File: config.mk
export PLATFORM = sky130hd
export DESIGN_NAME = alu_exec_unit_flat
export DESIGN_NICKNAME = d
export VERILOG_FILES = /design/src/rtl/alu_pkg.sv /design/src/rtl/alu_exec_unit_if.sv /design/src/rtl/alu_muldiv_iter.sv /design/src/rtl/alu_exec_unit.sv /design/src/flat_wrapper.sv
export SDC_FILE = /design/constraint.sdc
export NUM_CORES = 1
export LEC_CHECK = 0
export CELL_PAD_IN_SITES_DETAIL_PLACEMENT = 0
export CELL_PAD_IN_SITES_GLOBAL_PLACEMENT = 1
export CORE_UTILIZATION = 36
export CTS_CLUSTER_SIZE = 8
export DETAILED_ROUTE_END_ITERATION = 10
export PLACE_DENSITY = 0.66
export RECOVER_POWER = 50
export SLEW_MARGIN = 0
export SYNTH_ARGS = -nofsm -noshare
export SYNTH_HDL_FRONTEND = slang
export SYNTH_HIERARCHICAL = 1
export SYNTH_SLANG_ARGS = --single-unit
File: constraint.sdc
create_clock -name clk -period 4.7 [get_ports clk]
set_input_delay 0.47 -clock clk [delete_from_list [all_inputs] [get_ports clk]]
set_output_delay 0.47 -clock clk [all_outputs]
set_load 0.005 [all_outputs]
File: src/rtl/alu_pkg.sv
// Shared definitions for the ALU execution unit: widths, opcodes, FSM states.
package alu_pkg;

  localparam int XLEN       = 32;
  localparam int ITER_COUNT = 32;

  // Opcodes shared with the ALU decoder. Codes 1000-1111 fall back to ADD.
  localparam logic [3:0] OP_ADD = 4'b0000;
  localparam logic [3:0] OP_SUB = 4'b0001;
  localparam logic [3:0] OP_MUL = 4'b0010;
  localparam logic [3:0] OP_DIV = 4'b0011;
  localparam logic [3:0] OP_AND = 4'b0100;
  localparam logic [3:0] OP_OR  = 4'b0101;
  localparam logic [3:0] OP_XOR = 4'b0110;
  localparam logic [3:0] OP_NOT = 4'b0111;

  typedef enum logic [1:0] {
    ST_IDLE = 2'd0,
    ST_BUSY = 2'd1,
    ST_DONE = 2'd2
  } state_t;

  // True for opcodes served by the 32-step iterative datapath.
  function automatic logic is_iter_op(input logic [3:0] op);
    return (op == OP_MUL) || (op == OP_DIV);
  endfunction

endpackage

File: src/rtl/alu_exec_unit_if.sv
// Request/result bus of the ALU execution unit. The master issues operations
// and consumes results; the slave is the execution unit itself.
interface alu_exec_unit_if;
  import alu_pkg::*;

  logic            in_valid;
  logic            in_ready;
  logic [3:0]      alu_control;
  logic [XLEN-1:0] src_a;
  logic [XLEN-1:0] src_b;
  logic            kill;
  logic [XLEN-1:0] result;
  logic            zero;
  logic            out_valid;
  logic            out_ready;
  logic            busy;

  modport master (
    output in_valid, alu_control, src_a, src_b, kill, out_ready,
    input  in_ready, result, zero, out_valid, busy
  );

  modport slave (
    input  in_valid, alu_control, src_a, src_b, kill, out_ready,
    output in_ready, result, zero, out_valid, busy
  );

endinterface

File: src/rtl/alu_muldiv_iter.sv
// 32-step iterative datapath: unsigned shift-add multiply (low word of the
// product) and unsigned restoring divide (quotient). done is high during the
// cycle whose closing edge performs the final step; result is valid after it.
module alu_muldiv_iter
  import alu_pkg::*;
(
  input  logic            clk,
  input  logic            rst_n,
  input  logic            start,
  input  logic            is_div,
  input  logic            abort,
  input  logic [XLEN-1:0] op_a,
  input  logic [XLEN-1:0] op_b,
  output logic            done,
  output logic [XLEN-1:0] result
);

  localparam int CNT_W = $clog2(ITER_COUNT);

  logic             running_reg;
  logic [CNT_W-1:0] count_reg;
  logic             div_reg;
  // MUL: a_reg = shifted multiplicand, b_reg = shifted multiplier, acc_reg = product.
  // DIV: a_reg = dividend shifting out / quotient shifting in, b_reg = divisor,
  //      acc_reg = partial remainder.
  logic [XLEN-1:0]  a_reg, b_reg, acc_reg;
  logic [XLEN-1:0]  a_next, b_next, acc_next;
  logic [XLEN:0]    rem_shift, rem_diff;

  // One multiply or divide step computed from the current partial registers.
  always_comb begin
    a_next    = a_reg;
    b_next    = b_reg;
    acc_next  = acc_reg;
    rem_shift = {acc_reg, a_reg[XLEN-1]};
    rem_diff  = rem_shift - {1'b0, b_reg};
    if (div_reg) begin
      // A zero divisor never borrows, so the quotient saturates to all ones.
      if (!rem_diff[XLEN]) begin
        acc_next = rem_diff[XLEN-1:0];
        a_next   = {a_reg[XLEN-2:0], 1'b1};
      end else begin
        acc_next = rem_shift[XLEN-1:0];
        a_next   = {a_reg[XLEN-2:0], 1'b0};
      end
    end else begin
      if (b_reg[0]) begin
        acc_next = acc_reg + a_reg;
      end
      a_next = a_reg << 1;
      b_next = b_reg >> 1;
    end
  end

  assign done   = running_reg && (count_reg == CNT_W'(ITER_COUNT - 1));
  assign result = div_reg ? a_reg : acc_reg;

  // Load operands on start, then step once per cycle for ITER_COUNT cycles.
  always_ff @(posedge clk or negedge rst_n) begin
    if (!rst_n) begin
      running_reg <= 1'b0;
      count_reg   <= '0;
      div_reg     <= 1'b0;
      a_reg       <= '0;
      b_reg       <= '0;
      acc_reg     <= '0;
    end else if (abort) begin
      running_reg <= 1'b0;
      count_reg   <= '0;
    end else if (start) begin
      running_reg <= 1'b1;
      count_reg   <= '0;
      div_reg     <= is_div;
      a_reg       <= op_a;
      b_reg       <= op_b;
      acc_reg     <= '0;
    end else if (running_reg) begin
      a_reg     <= a_next;
      b_reg     <= b_next;
      acc_reg   <= acc_next;
      count_reg <= count_reg + 1'b1;
      if (done) begin
        running_reg <= 1'b0;
      end
    end
  end

endmodule

File: src/rtl/alu_exec_unit.sv
// ALU execution unit: single-cycle logic/arithmetic ops plus iterative
// MUL/DIV, with a valid/ready request side, a held result side and a kill flush.
// The first DONE cycle captures the result; out_valid rises on that edge.
module alu_exec_unit
  import alu_pkg::*;
(
  input  logic            clk,
  input  logic            rst_n,
  alu_exec_unit_if.slave  bus
);

  state_t          state_reg;
  logic [3:0]      op_reg;
  logic [XLEN-1:0] a_reg, b_reg;
  logic [XLEN-1:0] result_reg;
  logic            zero_reg;
  logic            out_valid_reg;

  logic            accept;
  logic            iter_start;
  logic            iter_done;
  logic [XLEN-1:0] iter_result;
  logic [XLEN-1:0] alu_value;

  assign accept     = bus.in_valid && (state_reg == ST_IDLE) && !bus.kill;
  assign iter_start = accept && is_iter_op(bus.alu_control);

  alu_muldiv_iter u_muldiv (
    .clk    (clk),
    .rst_n  (rst_n),
    .start  (iter_start),
    .is_div (bus.alu_control == OP_DIV),
    .abort  (bus.kill),
    .op_a   (bus.src_a),
    .op_b   (bus.src_b),
    .done   (iter_done),
    .result (iter_result)
  );

  // Result selection from the registered operands; MUL/DIV take the iterator output.
  always_comb begin
    alu_value = a_reg + b_reg;
    case (op_reg)
      OP_ADD:         alu_value = a_reg + b_reg;
      OP_SUB:         alu_value = a_reg - b_reg;
      OP_MUL, OP_DIV: alu_value = iter_result;
      OP_AND:         alu_value = a_reg & b_reg;
      OP_OR:          alu_value = a_reg | b_reg;
      OP_XOR:         alu_value = a_reg ^ b_reg;
      OP_NOT:         alu_value = ~a_reg;
      default:        alu_value = a_reg + b_reg;
    endcase
  end

  // Control FSM with registered result, zero flag and out_valid.
  always_ff @(posedge clk or negedge rst_n) begin
    if (!rst_n) begin
      state_reg     <= ST_IDLE;
      op_reg        <= OP_ADD;
      a_reg         <= '0;
      b_reg         <= '0;
      result_reg    <= '0;
      zero_reg      <= 1'b1;
      out_valid_reg <= 1'b0;
    end else if (bus.kill) begin
      state_reg     <= ST_IDLE;
      out_valid_reg <= 1'b0;
    end else begin
      case (state_reg)
        ST_IDLE: begin
          if (accept) begin
            op_reg    <= bus.alu_control;
            a_reg     <= bus.src_a;
            b_reg     <= bus.src_b;
            state_reg <= is_iter_op(bus.alu_control) ? ST_BUSY : ST_DONE;
          end
        end
        ST_BUSY: begin
          if (iter_done) begin
            state_reg <= ST_DONE;
          end
        end
        ST_DONE: begin
          if (!out_valid_reg) begin
            result_reg    <= alu_value;
            zero_reg      <= (alu_value == '0);
            out_valid_reg <= 1'b1;
          end else if (bus.out_ready) begin
            out_valid_reg <= 1'b0;
            state_reg     <= ST_IDLE;
          end
        end
        default: begin
          state_reg     <= ST_IDLE;
          out_valid_reg <= 1'b0;
        end
      endcase
    end
  end

  assign bus.in_ready  = (state_reg == ST_IDLE);
  assign bus.busy      = (state_reg == ST_BUSY);
  assign bus.result    = result_reg;
  assign bus.zero      = zero_reg;
  assign bus.out_valid = out_valid_reg;

endmodule

File: src/flat_wrapper.sv
// flat-port wrapper written by rule: the top's interface ports become plain ports
module alu_exec_unit_flat import alu_pkg::*;
  (clk, rst_n, bus_in_valid, bus_alu_control, bus_src_a, bus_src_b, bus_kill, bus_out_ready, bus_in_ready, bus_result, bus_zero, bus_out_valid, bus_busy);
  alu_exec_unit_if bus_i ();
  input  logic clk;
  input  logic rst_n;
  input wire logic [$bits(bus_i.in_valid)-1:0] bus_in_valid;
  input wire logic [$bits(bus_i.alu_control)-1:0] bus_alu_control;
  input wire logic [$bits(bus_i.src_a)-1:0] bus_src_a;
  input wire logic [$bits(bus_i.src_b)-1:0] bus_src_b;
  input wire logic [$bits(bus_i.kill)-1:0] bus_kill;
  input wire logic [$bits(bus_i.out_ready)-1:0] bus_out_ready;
  output wire logic [$bits(bus_i.in_ready)-1:0] bus_in_ready;
  output wire logic [$bits(bus_i.result)-1:0] bus_result;
  output wire logic [$bits(bus_i.zero)-1:0] bus_zero;
  output wire logic [$bits(bus_i.out_valid)-1:0] bus_out_valid;
  output wire logic [$bits(bus_i.busy)-1:0] bus_busy;
  assign bus_i.in_valid = bus_in_valid;
  assign bus_i.alu_control = bus_alu_control;
  assign bus_i.src_a = bus_src_a;
  assign bus_i.src_b = bus_src_b;
  assign bus_i.kill = bus_kill;
  assign bus_i.out_ready = bus_out_ready;
  assign bus_in_ready = bus_i.in_ready;
  assign bus_result = bus_i.result;
  assign bus_zero = bus_i.zero;
  assign bus_out_valid = bus_i.out_valid;
  assign bus_busy = bus_i.busy;
  alu_exec_unit u_core (.clk(clk), .rst_n(rst_n), .bus(bus_i));
endmodule
==> results of run 1 <==
[final timing paths]
path                                            endpoint                  start  cells after the start  slack [ns]
worst max-delay path                     u_core/bus.zero        u_core/b_reg[4]                     18        0.24
worst min-delay path               u_core/bus.result[30]  u_core/bus.result[30]                      1        0.50
worst max register to register           u_core/bus.zero        u_core/b_reg[4]                     18        0.24
worst min register to register     u_core/bus.result[30]  u_core/bus.result[30]                      1        0.50
max in group asynchronous          u_core/bus.result[26]                  rst_n                      3        1.87
min in group asynchronous       u_core/u_muldiv/b_reg[3]                  rst_n                      2        1.22
[layout make-up]
class                      count  area share [%]
multi-input combinational   1618           56.47
sequential                   207           25.93
timing repair buffer         143           6.880
clock buffer                  51           4.557
tap                          615           3.850
inverter                     123           2.310
[Yosys cell counts (24+ instances only)]
cell	number	area share, %
nand2_1	216	4.7
dfrtp_1	206	30
o21ai_0	188	5.4
a21oi_1	186	5.4
nor2_1	177	3.8
ha_1	161	12
inv_1	122	2.6
mux2i_1	91	5.2
xnor2_1	82	4.1
clkbuf_1	71	1.5
mux2_2	56	3.6
a21o_1	49	2.1
nand4_1	30	1.1
xor2_1	25	1.3
nor3_1	24	0.69
[power by group]
part	internal [W]	switching, W	total, W
registers	0.00220	0.000412	0.00262
logic	0.00199	0.00262	0.00461
clock network	0.00129	0.000859	0.00215
total	0.00548	0.00389	0.00937
[metal layers]
layer  part of all wire (%)  up-vias  track usage (%)  routed length, um
li1                       -     7516                -                  -
met1                     45     7437            31.70              26610
met2                     46      421            38.45              27020
met3                    4.7       98            3.287               2743
met4                    3.6        0            8.513               2121
met5                      0        -                0                  0
[stage by stage]
step                setup WS, ns  cell area [um^2]
floorplan                 0.3885             17380
global placement          0.2507             19050
detailed placement        0.1177             19050
CTS                      0.07017             19970
global route            -0.04307             19990
finish                    0.2353             19990
[repair_timing]
action | CTS | global route
hold buffers | 1 | 0
resized for setup | 0 | 8
hold endpoints to repair | 90 | 0
setup buffers | 0 | 1
endpoints found under the setup margin | 0 | 3
[critical path: stages (launching register included)]
cell and delay, ns:
dfrtp_1 0.44, nor4_2 0.33, nand2_1 0.14, nor2_2 0.22, nand4_1 0.17, nor2_2 0.20
a21oi_1 0.11, xnor2_1 0.13, ha_1 0.44, nand2_1 0.14, nor2_1 0.23, nand3_1 0.10
a31oi_1 0.31, nor2_1 0.11, a41o_1 0.24, or3_1 0.38, nor4_2 0.26, nand4_1 0.16
o32ai_2 0.25
[logic make-up after synthesis]
| family | after synthesis | synth area share (%) |
|---|---|---|
| AO/OA/AOI/OAI | 640 | 23.50 |
| AND/OR/NAND/NOR | 558 | 14.63 |
| buffers and inverters | 231 | 5.650 |
| flip-flops | 207 | 29.80 |
| adder cells (fa/ha/maj) | 164 | 11.93 |
| multiplexers | 148 | 8.932 |
| XOR/XNOR | 108 | 5.549 |
==> impl_metrics.ini, run 1 <==
[run_status]
status = finished with violations
violations = max-capacitance violations, max-slew violations

[grt]
grt_pass1_vias = 15270
track_usage_pct = 23.55
grt_pass1_wl_um = 90240
antenna_found_initial = 0
grt_max_degree = 118
globalRouteOverflowTotal = 0

[floorplan]
rows = 80
core_area_mm2 = 0.04765
dieArea_mm2 = 0.04917
io_pins = 109
start_util_pct = 36.49
die_h_um = 221.8
die_w_um = 221.8

[clock_network]
path_clk_slew_ns = 0.05
clk_latency_ns = 0.58
cts-root-buf = clkbuf_16
cts_made_buffers = 31
clock-sinks = 207
cts_buffer_depth = 3
htree_levels = 1
cts_tree = done

[setup_path]
crit_path_end_kind = flip-flop
arrival_ns = 4.94
crit_type = reg2reg
critPathMaxFanout = 7
worst_setup_path_start_kind = flip-flop
required_ns = 5.18

[pwr]
power_w = 0.009371
peakVddDrop_mv = 0.2874
p_leak_nw = 8.724
power.density_mw_per_mm2 = 468.9

[yosys]
async_flop_share_pct = 100.0
ys_seq_area_share_pct = 29.80
syn_nets = 2293
synth_cells = 2056
ys_seq_elements = 207
dominantRegCellSynth = dfrtp_1
synth_edf_count = 0
synth_area_mm2 = 0.01738
ys_warn_count = 6
synth.distinct_cells = 101
avgSynthCellArea_um2 = 8.455

[sta]
tightest_slew_ns = 2.516
tns_ns = 0
timing.final.crit_share_pct = 94.99
relSlewSlack_pct = -67.72
hold_viol = 0
whs_ns = 0.4968
finalClockSkew_ns = 0.01714
setup_viol = 0
fmax_ghz = 0.2240
final_max_slew_viol_count = 91
fin_crit_ns = 4.465

[final_layout]
areaGrowthSynthToFinish_pct = 14.98
final-seq-area_mm2 = 0.005184
final_nets = 2361
n_antenna_cell = 0
final_common_cell = nand2_1
drive_above_1_share_pct = 8.543
finalNonFillerCells = 2757
nFillCells = 4861
multi_input_comb_area_mm2 = 0.01129
layout_common_cells = nand2_1, dfrtp_1, o21ai_0, a21oi_1, nor2_1
utilization_pct = 41.95

[drt]
dr_total_vias = 15470
drt-initial-drc-count = 1115
drt_pre_antenna_iters = 5
viasPerCell = 5.612
drc = 0
routedWlPerCell_um = 21.22
wirelength_um = 58490
ant_nets = 0

[placed_design]
gp_routability_congestion = 0.8913
dp_cells = 2704
hpwl_um = 44840
port_buffers = 108

[job]
cap_violations = 1

[worst_hold_path]
hp-class = reg2reg
(Power assumes the default switching activity.)
==> run 2, diff against run 1 <==
--- a/config.mk
+++ b/config.mk
@@ -5,14 +5,13 @@
 export SDC_FILE = /design/constraint.sdc
 export NUM_CORES = 1
 export LEC_CHECK = 0
-export CELL_PAD_IN_SITES_DETAIL_PLACEMENT = 0
-export CELL_PAD_IN_SITES_GLOBAL_PLACEMENT = 1
+export CORE_MARGIN = 2
 export CORE_UTILIZATION = 36
 export CTS_CLUSTER_SIZE = 8
 export DETAILED_ROUTE_END_ITERATION = 10
-export PLACE_DENSITY = 0.66
+export PLACE_DENSITY = 0.53
 export RECOVER_POWER = 50
-export SLEW_MARGIN = 0
+export SLEW_MARGIN = 5
 export SYNTH_ARGS = -nofsm -noshare
 export SYNTH_HDL_FRONTEND = slang
 export SYNTH_HIERARCHICAL = 1
==> run 2 against run 1 <==
Against the previous run: the flow still finishes with violations (max-capacitance violations, max-slew violations); flip-flop and latch count unchanged; clock power fell by 6%; maximum frequency rose by 1.8%; global-route usage down 0.59 points; critical path depth down 2; via count up 1.0%; first-iteration DRC count rose by 2.0%; clock-buffer cell count is 2 lower; sequential share of layout area is 0.12 points higher; largest cell class unchanged.
==> impl_metrics.ini, run 2 (synthesis results as in run 1) <==
[run_status]
status = finished with violations
violations = max-capacitance violations, max-slew violations

[sta]
finalClockSkew_ns = 0.02628
whs_ns = 0.4874
fmax_ghz = 0.2280
setup_viol = 0
fin_crit_ns = 4.386
tightest_slew_ns = 3.081
relSlewSlack_pct = -105.4
hold_viol = 0
final_max_slew_viol_count = 175
timing.final.crit_share_pct = 93.31
tns_ns = 0

[final_layout]
final_common_cell = nand2_1
finalNonFillerCells = 2752
layout_common_cells = nand2_1, dfrtp_1, o21ai_0, a21oi_1, nor2_1
final_area_mm2 = 0.01989
nFillCells = 4838
multi_input_comb_area_mm2 = 0.01131
areaGrowthSynthToFinish_pct = 14.43
n_antenna_cell = 0
drive_above_1_share_pct = 8.423
final-seq-area_mm2 = 0.005184
final_nets = 2357

[setup_path]
critPathMaxFanout = 9
r2r_start = u_core/b_reg[4]
arrival_ns = 4.86
crit_type = reg2reg
worst_setup_path_start_kind = flip-flop
crit_path_end_kind = flip-flop
required_ns = 5.17
setup.worst_path.start = u_core/b_reg[4]

[grt]
grt_pass1_vias = 15500
track_usage_pct = 22.96
grt_max_degree = 114
antenna_found_initial = 1
grt_pass1_wl_um = 89990
globalRouteOverflowTotal = 0

[pwr]
power.density_mw_per_mm2 = 465.1
peakVddDrop_mv = 0.2725
p_leak_nw = 8.667

[clock_network]
path_clk_slew_ns = 0.05
htree_levels = 1
cts_made_buffers = 30
cts_tree = done
cts_buffer_depth = 3
clk_latency_ns = 0.58
cts-root-buf = clkbuf_16
clock-sinks = 207
postCtsHoldBufs = 0

[worst_hold_path]
hold_start = u_core/bus.zero
hp-class = reg2reg

[floorplan]
rows = 80
die_w_um = 223.8
die_h_um = 223.8
io_pins = 109
core_area_mm2 = 0.04775
dieArea_mm2 = 0.05006
start_util_pct = 36.41

[drt]
dr_total_vias = 15630
drt-initial-drc-count = 1137
viasPerCell = 5.678
drt_pre_antenna_iters = 7
ant_nets = 0
routedWlPerCell_um = 21.03
drc = 0
wirelength_um = 57870

[placed_design]
port_buffers = 108
gp_routability_congestion = 0.9051
dp_cells = 2702
dpl-instance-area_mm2 = 0.01902
hpwl_um = 44540

[job]
cap_violations = 2
==> run 2: cell count changes in the layout (fill, tap and decap cells not counted), moves of 2 or more <==
cell,previous run,this run
buf_12,3,1
buf_4,30,28
clkbuf_1,15,19
clkbuf_2,1,3
clkbuf_8,6,0
==> run 2: worst paths after layout <==
| check | end | slack, ns | cells past startpoint |
|---|---|---|---|
| setup / recovery | u_core/bus.zero | 0.31 | 16 |
| hold / removal | u_core/bus.zero | 0.49 | 2 |
| setup reg to reg | u_core/bus.zero | 0.31 | 16 |
| hold reg to reg | u_core/bus.zero | 0.49 | 2 |
| max in group asynchronous | u_core/a_reg[30] | 0.96 | 2 |
| min in group asynchronous | u_core/u_muldiv/count_reg[3] | 0.85 | 1 |
==> run 2: power by group <==
group | internal (W) | total, W | leakage [nW] | switching [W]
Combinational | 0.00198 | 0.00461 | 5.65 | 0.00263
Clock | 0.00120 | 0.00203 | 0.403 | 0.000836
Sequential | 0.00220 | 0.00261 | 2.61 | 0.000407
==> run 2: area by class of cell <==
type | instances | share of cell area (%)
sequential | 207 | 26.06
timing repair buffer | 140 | 6.636
tap | 615 | 3.868
inverter | 123 | 2.321
multi-input combinational | 1618 | 56.88
clock buffer | 49 | 4.239
==> run 2: critical path: stages, from the launching register on <==
cell	delay (ns)
dfrtp_1	0.43
nor4_2	0.35
nand2_1	0.13
nor2_2	0.23
a21oi_1	0.14
xnor2_1	0.15
ha_1	0.39
nor2b_1	0.19
a21oi_1	0.16
nor2_1	0.07
a2111oi_2	0.28
nand3_1	0.13
a2111oi_0	0.56
nand4_1	0.25
nor4_1	0.44
nand4_1	0.18
o32ai_2	0.22
==> run 2: metal layers <==
metal  vias up  global-route usage (%)  wire length (um)
li1       7525                       -                 -
met1      7607                   31.23             26570
met2       408                   38.07             26880
met3        87                   2.886              2574
met4         0                   7.075              1846
met5         -                       0                 0
==> run 2: per-stage QoR <==
| step | worst slack (ns) | power, W | utilization, % |
|---|---|---|---|
| global placement | 0.3078 | 0.007139 | 39.83 |
| floorplan | 0.3885 | 0.005796 | - |
| CTS | 0.1012 | 0.009291 | 41.60 |
| finish | 0.3142 | 0.009252 | 41.66 |
| detailed placement | 0.1663 | 0.007196 | 39.83 |
| global route | -0.008149 | 0.009992 | 41.66 |
==> run 2: repair_timing <==
item                                    CTS  global route
endpoints found under the setup margin    0             3
gates resized for setup                   0            14
buffers inserted                          0             1
